### src/rtl/alu_rs_multi_if.sv
// Dispatch, CDB snoop and result handshake bundle for the ALU reservation station.
// Latency: none, wires only.
// Backpressure: disp_ready toward the dispatcher and res_ready from the CDB arbiter.
interface alu_rs_multi_if #(
    parameter int XLEN  = 32,
    parameter int DEPTH = 4,
    parameter int TAG_W = 6
);
    localparam int OCC_W = $clog2(DEPTH + 1);

    // Dispatch
    logic             disp_valid;
    logic             disp_ready;
    logic [TAG_W-1:0] disp_rob;
    logic [2:0]       disp_funct3;
    logic             disp_alt;
    logic [XLEN-1:0]  disp_src1_data;
    logic [XLEN-1:0]  disp_src2_data;
    logic             disp_src1_rdy;
    logic             disp_src2_rdy;
    logic [TAG_W-1:0] disp_src1_tag;
    logic [TAG_W-1:0] disp_src2_tag;

    // Common data bus snoop ports
    logic             cdb0_valid;
    logic [TAG_W-1:0] cdb0_tag;
    logic [XLEN-1:0]  cdb0_data;
    logic             cdb1_valid;
    logic [TAG_W-1:0] cdb1_tag;
    logic [XLEN-1:0]  cdb1_data;

    // Result toward the CDB arbiter
    logic             res_valid;
    logic             res_ready;
    logic [TAG_W-1:0] res_rob;
    logic [XLEN-1:0]  res_data;

    logic [OCC_W-1:0] occupancy;

    // Environment side: dispatcher, CDB and arbiter
    modport master (
        output disp_valid, disp_rob, disp_funct3, disp_alt,
               disp_src1_data, disp_src2_data, disp_src1_rdy, disp_src2_rdy,
               disp_src1_tag, disp_src2_tag,
               cdb0_valid, cdb0_tag, cdb0_data, cdb1_valid, cdb1_tag, cdb1_data,
               res_ready,
        input  disp_ready, res_valid, res_rob, res_data, occupancy
    );

    // Reservation station side
    modport slave (
        input  disp_valid, disp_rob, disp_funct3, disp_alt,
               disp_src1_data, disp_src2_data, disp_src1_rdy, disp_src2_rdy,
               disp_src1_tag, disp_src2_tag,
               cdb0_valid, cdb0_tag, cdb0_data, cdb1_valid, cdb1_tag, cdb1_data,
               res_ready,
        output disp_ready, res_valid, res_rob, res_data, occupancy
    );
endinterface

### src/rtl/alu_rs_multi.sv
// Integer ALU reservation station: DEPTH entries, dual-CDB wakeup, oldest-ready issue.
// Latency: ready operands give a result 1 cycle after the dispatch edge; wakeup-to-issue 1 cycle.
// Backpressure: disp_ready low when full; result register holds while res_valid && !res_ready.
module alu_rs_multi #(
    parameter int XLEN  = 32,
    parameter int DEPTH = 4,
    parameter int TAG_W = 6
) (
    input  logic          clock,
    input  logic          reset,
    input  logic          flush,
    alu_rs_multi_if.slave bus
);
    localparam int IDX_W = $clog2(DEPTH);
    localparam int OCC_W = $clog2(DEPTH + 1);
    localparam int SH_W  = $clog2(XLEN);

    // age: 0 is the oldest busy entry; ranks of busy entries are always distinct
    typedef struct packed {
        logic [TAG_W-1:0] rob;
        logic [2:0]       f3;
        logic             alt;
        logic [XLEN-1:0]  s1_dat;
        logic             s1_rdy;
        logic [TAG_W-1:0] s1_tag;
        logic [XLEN-1:0]  s2_dat;
        logic             s2_rdy;
        logic [TAG_W-1:0] s2_tag;
        logic [IDX_W-1:0] age;
    } ent_t;

    logic [DEPTH-1:0] busy_q, busy_d;
    ent_t             ent_q [DEPTH];
    ent_t             ent_d [DEPTH];
    logic [OCC_W-1:0] occ_q, occ_d;
    logic             res_vld_q, res_vld_d;
    logic [TAG_W-1:0] res_rob_q, res_rob_d;
    logic [XLEN-1:0]  res_dat_q, res_dat_d;

    logic             disp_fire;
    logic             free_found;
    logic [IDX_W-1:0] free_idx;
    logic             iss_any;
    logic             iss_fire;
    logic [IDX_W-1:0] iss_idx;
    logic [IDX_W-1:0] iss_age;
    logic             out_free;
    ent_t             new_ent;
    logic [XLEN-1:0]  op_a, op_b, alu_res;
    logic [SH_W-1:0]  sh;

    assign bus.disp_ready = (occ_q != OCC_W'(DEPTH));
    assign bus.occupancy  = occ_q;
    assign bus.res_valid  = res_vld_q;
    assign bus.res_rob    = res_rob_q;
    assign bus.res_data   = res_dat_q;

    assign out_free  = !res_vld_q || bus.res_ready;
    assign disp_fire = bus.disp_valid && bus.disp_ready && !flush;
    assign iss_fire  = iss_any && out_free;

    // Lowest-index free slot, from registered busy bits only
    always_comb begin
        free_found = 1'b0;
        free_idx   = '0;
        for (int i = 0; i < DEPTH; i++) begin
            if (!busy_q[i] && !free_found) begin
                free_found = 1'b1;
                free_idx   = IDX_W'(i);
            end
        end
    end

    // Oldest busy entry whose operands were both ready at the start of the cycle
    always_comb begin
        iss_any = 1'b0;
        iss_idx = '0;
        iss_age = '0;
        for (int i = 0; i < DEPTH; i++) begin
            if (busy_q[i] && ent_q[i].s1_rdy && ent_q[i].s2_rdy &&
                (!iss_any || ent_q[i].age < iss_age)) begin
                iss_any = 1'b1;
                iss_idx = IDX_W'(i);
                iss_age = ent_q[i].age;
            end
        end
    end

    // ALU on the selected entry's registered operands
    always_comb begin
        op_a = ent_q[iss_idx].s1_dat;
        op_b = ent_q[iss_idx].s2_dat;
        sh   = op_b[SH_W-1:0];
        case (ent_q[iss_idx].f3)
            3'b000:  alu_res = ent_q[iss_idx].alt ? (op_a - op_b) : (op_a + op_b);
            3'b001:  alu_res = op_a << sh;
            3'b010:  alu_res = {{(XLEN-1){1'b0}}, ($signed(op_a) < $signed(op_b))};
            3'b011:  alu_res = {{(XLEN-1){1'b0}}, (op_a < op_b)};
            3'b100:  alu_res = op_a ^ op_b;
            3'b101:  alu_res = ent_q[iss_idx].alt ? XLEN'($signed(op_a) >>> sh) : (op_a >> sh);
            3'b110:  alu_res = op_a | op_b;
            default: alu_res = op_a & op_b;
        endcase
    end

    // Incoming entry, with same-cycle CDB capture for operands still pending
    always_comb begin
        new_ent.rob    = bus.disp_rob;
        new_ent.f3     = bus.disp_funct3;
        new_ent.alt    = bus.disp_alt;
        new_ent.s1_dat = bus.disp_src1_data;
        new_ent.s1_rdy = bus.disp_src1_rdy;
        new_ent.s1_tag = bus.disp_src1_tag;
        new_ent.s2_dat = bus.disp_src2_data;
        new_ent.s2_rdy = bus.disp_src2_rdy;
        new_ent.s2_tag = bus.disp_src2_tag;
        // The survivors after an issue hold ranks 0..occ-2, so the newcomer takes the next rank
        new_ent.age    = IDX_W'(occ_q - OCC_W'(iss_fire));
        if (!bus.disp_src1_rdy) begin
            if (bus.cdb0_valid && bus.cdb0_tag == bus.disp_src1_tag) begin
                new_ent.s1_dat = bus.cdb0_data;
                new_ent.s1_rdy = 1'b1;
            end else if (bus.cdb1_valid && bus.cdb1_tag == bus.disp_src1_tag) begin
                new_ent.s1_dat = bus.cdb1_data;
                new_ent.s1_rdy = 1'b1;
            end
        end
        if (!bus.disp_src2_rdy) begin
            if (bus.cdb0_valid && bus.cdb0_tag == bus.disp_src2_tag) begin
                new_ent.s2_dat = bus.cdb0_data;
                new_ent.s2_rdy = 1'b1;
            end else if (bus.cdb1_valid && bus.cdb1_tag == bus.disp_src2_tag) begin
                new_ent.s2_dat = bus.cdb1_data;
                new_ent.s2_rdy = 1'b1;
            end
        end
    end

    // Entry next state: wakeup, issue release with age compaction, dispatch write
    always_comb begin
        busy_d = busy_q;
        for (int i = 0; i < DEPTH; i++) begin
            ent_d[i] = ent_q[i];
            if (busy_q[i] && !ent_q[i].s1_rdy) begin
                if (bus.cdb0_valid && bus.cdb0_tag == ent_q[i].s1_tag) begin
                    ent_d[i].s1_dat = bus.cdb0_data;
                    ent_d[i].s1_rdy = 1'b1;
                end else if (bus.cdb1_valid && bus.cdb1_tag == ent_q[i].s1_tag) begin
                    ent_d[i].s1_dat = bus.cdb1_data;
                    ent_d[i].s1_rdy = 1'b1;
                end
            end
            if (busy_q[i] && !ent_q[i].s2_rdy) begin
                if (bus.cdb0_valid && bus.cdb0_tag == ent_q[i].s2_tag) begin
                    ent_d[i].s2_dat = bus.cdb0_data;
                    ent_d[i].s2_rdy = 1'b1;
                end else if (bus.cdb1_valid && bus.cdb1_tag == ent_q[i].s2_tag) begin
                    ent_d[i].s2_dat = bus.cdb1_data;
                    ent_d[i].s2_rdy = 1'b1;
                end
            end
            if (iss_fire && iss_idx == IDX_W'(i)) begin
                busy_d[i] = 1'b0;
            end else if (iss_fire && busy_q[i] && ent_q[i].age > iss_age) begin
                ent_d[i].age = ent_q[i].age - 1'b1;
            end
        end
        if (disp_fire) begin
            ent_d[free_idx]  = new_ent;
            busy_d[free_idx] = 1'b1;
        end
        occ_d = occ_q + OCC_W'(disp_fire) - OCC_W'(iss_fire);
    end

    // Result holding register: load on issue, drop once accepted with nothing to follow
    always_comb begin
        res_vld_d = res_vld_q;
        res_rob_d = res_rob_q;
        res_dat_d = res_dat_q;
        if (iss_fire) begin
            res_vld_d = 1'b1;
            res_rob_d = ent_q[iss_idx].rob;
            res_dat_d = alu_res;
        end else if (bus.res_ready) begin
            res_vld_d = 1'b0;
        end
    end

    // State registers; flush outranks dispatch, issue and wakeup
    always_ff @(posedge clock or negedge reset) begin
        if (!reset) begin
            busy_q    <= '0;
            occ_q     <= '0;
            res_vld_q <= 1'b0;
            res_rob_q <= '0;
            res_dat_q <= '0;
            for (int i = 0; i < DEPTH; i++) begin
                ent_q[i] <= '0;
            end
        end else if (flush) begin
            busy_q    <= '0;
            occ_q     <= '0;
            res_vld_q <= 1'b0;
        end else begin
            busy_q    <= busy_d;
            occ_q     <= occ_d;
            res_vld_q <= res_vld_d;
            res_rob_q <= res_rob_d;
            res_dat_q <= res_dat_d;
            for (int i = 0; i < DEPTH; i++) begin
                ent_q[i] <= ent_d[i];
            end
        end
    end
endmodule

### src/flat_wrapper.sv
// flat-port wrapper written by rule: the top's interface ports become plain ports
module alu_rs_multi_flat 
#(
    parameter int XLEN  = 32,
    parameter int DEPTH = 4,
    parameter int TAG_W = 6
)
  (clock, reset, flush, bus_disp_valid, bus_disp_rob, bus_disp_funct3, bus_disp_alt, bus_disp_src1_data, bus_disp_src2_data, bus_disp_src1_rdy, bus_disp_src2_rdy, bus_disp_src1_tag, bus_disp_src2_tag, bus_cdb0_valid, bus_cdb0_tag, bus_cdb0_data, bus_cdb1_valid, bus_cdb1_tag, bus_cdb1_data, bus_res_ready, bus_disp_ready, bus_res_valid, bus_res_rob, bus_res_data, bus_occupancy);
  alu_rs_multi_if #(.XLEN(XLEN), .DEPTH(DEPTH), .TAG_W(TAG_W)) bus_i ();
  input  logic clock;
  input  logic reset;
  input  logic flush;
  input wire logic [$bits(bus_i.disp_valid)-1:0] bus_disp_valid;
  input wire logic [$bits(bus_i.disp_rob)-1:0] bus_disp_rob;
  input wire logic [$bits(bus_i.disp_funct3)-1:0] bus_disp_funct3;
  input wire logic [$bits(bus_i.disp_alt)-1:0] bus_disp_alt;
  input wire logic [$bits(bus_i.disp_src1_data)-1:0] bus_disp_src1_data;
  input wire logic [$bits(bus_i.disp_src2_data)-1:0] bus_disp_src2_data;
  input wire logic [$bits(bus_i.disp_src1_rdy)-1:0] bus_disp_src1_rdy;
  input wire logic [$bits(bus_i.disp_src2_rdy)-1:0] bus_disp_src2_rdy;
  input wire logic [$bits(bus_i.disp_src1_tag)-1:0] bus_disp_src1_tag;
  input wire logic [$bits(bus_i.disp_src2_tag)-1:0] bus_disp_src2_tag;
  input wire logic [$bits(bus_i.cdb0_valid)-1:0] bus_cdb0_valid;
  input wire logic [$bits(bus_i.cdb0_tag)-1:0] bus_cdb0_tag;
  input wire logic [$bits(bus_i.cdb0_data)-1:0] bus_cdb0_data;
  input wire logic [$bits(bus_i.cdb1_valid)-1:0] bus_cdb1_valid;
  input wire logic [$bits(bus_i.cdb1_tag)-1:0] bus_cdb1_tag;
  input wire logic [$bits(bus_i.cdb1_data)-1:0] bus_cdb1_data;
  input wire logic [$bits(bus_i.res_ready)-1:0] bus_res_ready;
  output wire logic [$bits(bus_i.disp_ready)-1:0] bus_disp_ready;
  output wire logic [$bits(bus_i.res_valid)-1:0] bus_res_valid;
  output wire logic [$bits(bus_i.res_rob)-1:0] bus_res_rob;
  output wire logic [$bits(bus_i.res_data)-1:0] bus_res_data;
  output wire logic [$bits(bus_i.occupancy)-1:0] bus_occupancy;
  assign bus_i.disp_valid = bus_disp_valid;
  assign bus_i.disp_rob = bus_disp_rob;
  assign bus_i.disp_funct3 = bus_disp_funct3;
  assign bus_i.disp_alt = bus_disp_alt;
  assign bus_i.disp_src1_data = bus_disp_src1_data;
  assign bus_i.disp_src2_data = bus_disp_src2_data;
  assign bus_i.disp_src1_rdy = bus_disp_src1_rdy;
  assign bus_i.disp_src2_rdy = bus_disp_src2_rdy;
  assign bus_i.disp_src1_tag = bus_disp_src1_tag;
  assign bus_i.disp_src2_tag = bus_disp_src2_tag;
  assign bus_i.cdb0_valid = bus_cdb0_valid;
  assign bus_i.cdb0_tag = bus_cdb0_tag;
  assign bus_i.cdb0_data = bus_cdb0_data;
  assign bus_i.cdb1_valid = bus_cdb1_valid;
  assign bus_i.cdb1_tag = bus_cdb1_tag;
  assign bus_i.cdb1_data = bus_cdb1_data;
  assign bus_i.res_ready = bus_res_ready;
  assign bus_disp_ready = bus_i.disp_ready;
  assign bus_res_valid = bus_i.res_valid;
  assign bus_res_rob = bus_i.res_rob;
  assign bus_res_data = bus_i.res_data;
  assign bus_occupancy = bus_i.occupancy;
  alu_rs_multi #(.XLEN(XLEN), .DEPTH(DEPTH), .TAG_W(TAG_W)) u_core (.clock(clock), .reset(reset), .flush(flush), .bus(bus_i));
endmodule
### config.mk
export PLATFORM = sky130hd
export DESIGN_NAME = alu_rs_multi_flat
export DESIGN_NICKNAME = d
export VERILOG_FILES = /design/src/rtl/alu_rs_multi_if.sv /design/src/rtl/alu_rs_multi.sv /design/src/flat_wrapper.sv
export SDC_FILE = /design/constraint.sdc
export NUM_CORES = 2
export LEC_CHECK = 0
export BUFFER_PORTS_ARGS = -buffer_cell sky130_fd_sc_hd__clkbuf_2
export CAP_MARGIN = 20
export CORE_MARGIN = 1.5
export CORE_UTILIZATION = 52
export CTS_BUF_LIST = sky130_fd_sc_hd__clkbuf_2 sky130_fd_sc_hd__clkbuf_4 sky130_fd_sc_hd__clkbuf_8
export CTS_CLUSTER_DIAMETER = 30
export DETAILED_ROUTE_END_ITERATION = 10
export PLACE_DENSITY = 0.7
export SLEW_MARGIN = 20
export SYNTH_ARGS = -nofsm -noshare
export SYNTH_HDL_FRONTEND = slang
export SYNTH_SLANG_ARGS = --single-unit
### constraint.sdc
create_clock -name clock -period 11.2 [get_ports clock]
set_clock_uncertainty 0.2 [all_clocks]
set_input_delay 1.12 -clock clock [delete_from_list [all_inputs] [get_ports clock]]
set_output_delay 1.12 -clock clock [all_outputs]
set_load 0.05 [all_outputs]
==> summary.log <==
[run_status] run status completed
[clock_network] number of gates given a new drive strength after cts 0
[drt] count of unresolved DRC violations after routing 0
[global_routing] first-pass GRT wire length 230,900 um
[timing] Slew Limit Headroom 0.1521
[placement] quantity of I/O buffers inserted on ports 213
[timing] worst slew pin tran 1.269 ns
[clock_network] count of H-tree levels built during CTS 3
[drt] Vias 36,810
[global_routing] vias in the first global route 34,730
[logic_synthesis] number of synthesized flops with an enable pin 0
[clock_network] hold-fix buffers at CTS 0
[layout] fraction of final layout cells with drive strength greater than 1 0.1640
[setup_path] slowest cell on the critical path sky130_fd_sc_hd__a2111oi_0
[setup_path] cell with the most instances on the worst path sky130_fd_sc_hd__o21ai_0
[hold_path] path type of the worst min-delay path input pin to async pin
[setup_path] count of buffer and inverter cells on the critical path 4
[drt] average routed wire per standard cell 30.25 um
[setup_path] start-to-end type of the worst setup path flop to flop
[drt] wire length reported by the detailed router 156,100 um
[drt] starting DRC count in detailed routing 6,119
[setup_path] Arrival @ worst endpoint 9.11 ns
[setup_path] crit path max fanout 79
[logic_synthesis] post-synth top area share 0.2963
[pwr] total power per unit cell area 298.5 nW/um2
[setup_path] required time of the critical path 11.68 ns
[timing] crit share post-route 0.7712
[layout] area delta synth->final 11.54%
[drt] first-pass iteration count of the detailed router 8
[logic_synthesis] net count after synthesis 4,532
[clock_network] cell at the root of the clock tree sky130_fd_sc_hd__clkbuf_8
[timing] Post-Route Hold Slack 0.1738 ns
[layout] Nets 4,489
[logic_synthesis] register bit total from synthesis 406
[setup_path] gate family responsible for the most delay along the worst path compound AO/OA/AOI/OAI gates
[placement] Routability Congestion 1.107
[logic_synthesis] netlist area before placement 34,290 um2
[drt] number of vias per cell 7.133
[drt] Antenna Nets Post-Route 0
[clock_network] post-CTS setup-driven buffer insertion count 0
[logic_synthesis] asr flop ratio synth 1.000
[setup_path] Critical Path Max Stage Delay 0.60 ns
[global_routing] GR Overflow Total 0
[global_routing] global routing usage summed across all routing layers 0.4540
[logic_synthesis] Avg Inst Size Synth 8.073 um2
[clock_network] clock network latency to the later pin of the worst-skew pair 0.75 ns
[logic_synthesis] top cell type by total area after synthesis sky130_fd_sc_hd__dfrtp_1
[clock_network] Clk pin slew, worst setup/hold paths 0.06 ns
[timing] Final setup violation count 0
[floorplanning] initial standard-cell utilization of the core 0.5291
[logic_synthesis] count of unique library cells instantiated by Yosys 96
[layout] Finished Core Util 0.5902
[timing] final-report hold violation count 0
[logic_synthesis] list of most frequent post-synthesis cells sky130_fd_sc_hd__nand2_1, sky130_fd_sc_hd__dfrtp_1, sky130_fd_sc_hd__clkbuf_1, sky130_fd_sc_hd__o22a_1, sky130_fd_sc_hd__a21oi_1
[floorplanning] Die ar. 67,500 um2
[timing] max-slew violation count 0
[setup_path] crit end category flop
[logic_synthesis] Area contributors post-synth sky130_fd_sc_hd__dfrtp_1, sky130_fd_sc_hd__nand2_1, sky130_fd_sc_hd__o22a_1
[timing] setup repair after global routing missed its margin no
[floorplanning] number of rows created at floorplan 93
[logic_synthesis] post-synthesis sequential area ratio 0.2963
[placement] half-perimeter wire length after detailed placement 102,600 um
[timing] Peak Freq 0.1158 GHz
[layout] fill count 5,884
[logic_synthesis] cell with the most instances after synthesis sky130_fd_sc_hd__nand2_1
[run] max-cap check violation count 0
[timing] setup TNS 0 ns
[floorplanning] Core ar. 64,810 um2
[floorplanning] Die Width 259.8 um
[floorplanning] top-level port count 214
[global_routing] largest net degree at the start of global routing 148
[logic_synthesis] Synth Flop Type sky130_fd_sc_hd__dfrtp_1
[pwr] total leakage power 16.22 nW
[clock_network] CTS tree built
[setup_path] type of element launching the critical path flop
[floorplanning] die outline height 259.8 um
[logic_synthesis] Ys Warns 0
[global_routing] initial antenna violation count 12
[logic_synthesis] instance count of the mapped netlist 4,248
[clock_network] clk buf depth 3
[clock_network] count of clock tree sinks 406
[clock_network] number of buffers created by CTS 107
[pwr] Max VDD drop 182.1 uV
[timing] Period minus WS final 8.638 ns
## registers in the layout, indices dropped and copies added (netlist names)
signal,cells
u_core.ent_q,360
u_core.bus.res_data,32
u_core.bus.res_rob,6
u_core.busy_q,4
u_core.bus.occupancy,3
u_core.bus.res_valid,1
## layer usage
| layer | track usage | part of all wire | vias up |
|---|---|---|---|
| li1 | - | - | 15510 |
| met5 | 0 | 0.00043 | - |
| met1 | 0.5899 | 0.38 | 17560 |
| met3 | 0.1556 | 0.14 | 693 |
| met2 | 0.6507 | 0.41 | 3045 |
| met4 | 0.2670 | 0.067 | 12 |
## metrics by stage
| step | cells | power, mW | worst slack [ns] | cell area (um2) |
|---|---|---|---|---|
| CTS | 5154 | 11.12 | 2.784 | 38230 |
| finish | 5161 | 11.42 | 2.562 | 38250 |
| global route | 5155 | 11.89 | 2.074 | 38240 |
| detailed placement | 4951 | 8.629 | 2.836 | 35440 |
| floorplan | 4248 | 6.700 | 3.429 | 34290 |
| global placement | 4951 | 8.641 | 2.879 | 35440 |
## worst register-to-register path: cells and delay by family, from the launching register on
family          cells  cell delay [ns]
compound gates     14             4.06
xor+xnor            1             0.16
fa+ha+maj           3             0.87
buf+inv             4             1.39
flops               1             0.53
mux                 1             0.33
simple gates        6             1.03
## cell type report
class	instances	area (um2)	area share
inverter	118	445.4	0.01164
timing repair buffer	300	1763	0.04609
tap	855	1070	0.02797
clock inverter	68	1013	0.02649
sequential	406	10160	0.2656
multi-input combinational	3272	22010	0.5753
clock buffer	135	1777	0.04645
antenna	7	17.52	0.0004579
## logic make-up after synthesis
logic type                 count (synthesis)  synth area share
AOI/OAI and AO/OA                       1392            0.2954
xor gates and xnor gates                 152           0.03882
adders and majority gates                113           0.04188
buffers and inverters                    570           0.06906
DFF                                      406            0.2963
muxes                                    280           0.09132
and+or+nand+nor                         1335            0.1672
## where the power goes
group	switching [mW]	internal [mW]	leakage [nW]	total (mW)
clock	0.888	1.59	1.40	2.48
combinational	4.28	2.27	9.70	6.55
sequential	0.385	2.00	5.12	2.39
## placed cells by master, fill, tap and decap left out, types with 75 or more instances in the layout
cell type / synthesis / layout
sky130_fd_sc_hd__nand2_1: 843 / 840
sky130_fd_sc_hd__dfrtp_1: 406 / 406
sky130_fd_sc_hd__o22a_1: 281 / 281
sky130_fd_sc_hd__a21oi_1: 255 / 250
sky130_fd_sc_hd__clkbuf_2: 0 / 211
sky130_fd_sc_hd__mux2i_1: 176 / 171
sky130_fd_sc_hd__nor2_1: 174 / 164
sky130_fd_sc_hd__o21ai_0: 157 / 154
sky130_fd_sc_hd__o22ai_1: 137 / 137
sky130_fd_sc_hd__a32oi_1: 125 / 125
sky130_fd_sc_hd__clkbuf_8: 0 / 123
sky130_fd_sc_hd__ha_1: 110 / 110
sky130_fd_sc_hd__inv_1: 104 / 103
sky130_fd_sc_hd__xnor2_1: 95 / 95
sky130_fd_sc_hd__buf_4: 13 / 85
sky130_fd_sc_hd__nor2b_1: 80 / 79
sky130_fd_sc_hd__a22oi_1: 79 / 79
sky130_fd_sc_hd__mux2_2: 75 / 75
## worst paths after layout
check	to	cells after the start	from	slack, ns
max in group asynchronous	u_core.ent_q[330]$_DFFE_PN0N_	3	reset	8.34
setup / recovery	u_core.bus.res_data[29]$_DFFE_PN0P_	29	u_core.busy_q[0]$_DFF_PN0_	2.56
hold reg to reg	u_core.ent_q[174]$_DFFE_PN0P_	2	u_core.ent_q[174]$_DFFE_PN0P_	0.28
min in group clock	u_core.ent_q[174]$_DFFE_PN0P_	2	u_core.ent_q[174]$_DFFE_PN0P_	0.28
setup reg to reg	u_core.bus.res_data[29]$_DFFE_PN0P_	29	u_core.busy_q[0]$_DFF_PN0_	2.56
hold / removal	u_core.bus.res_data[9]$_DFFE_PN0P_	1	reset	0.17
Note: power is estimated with default switching activity, not from simulation.
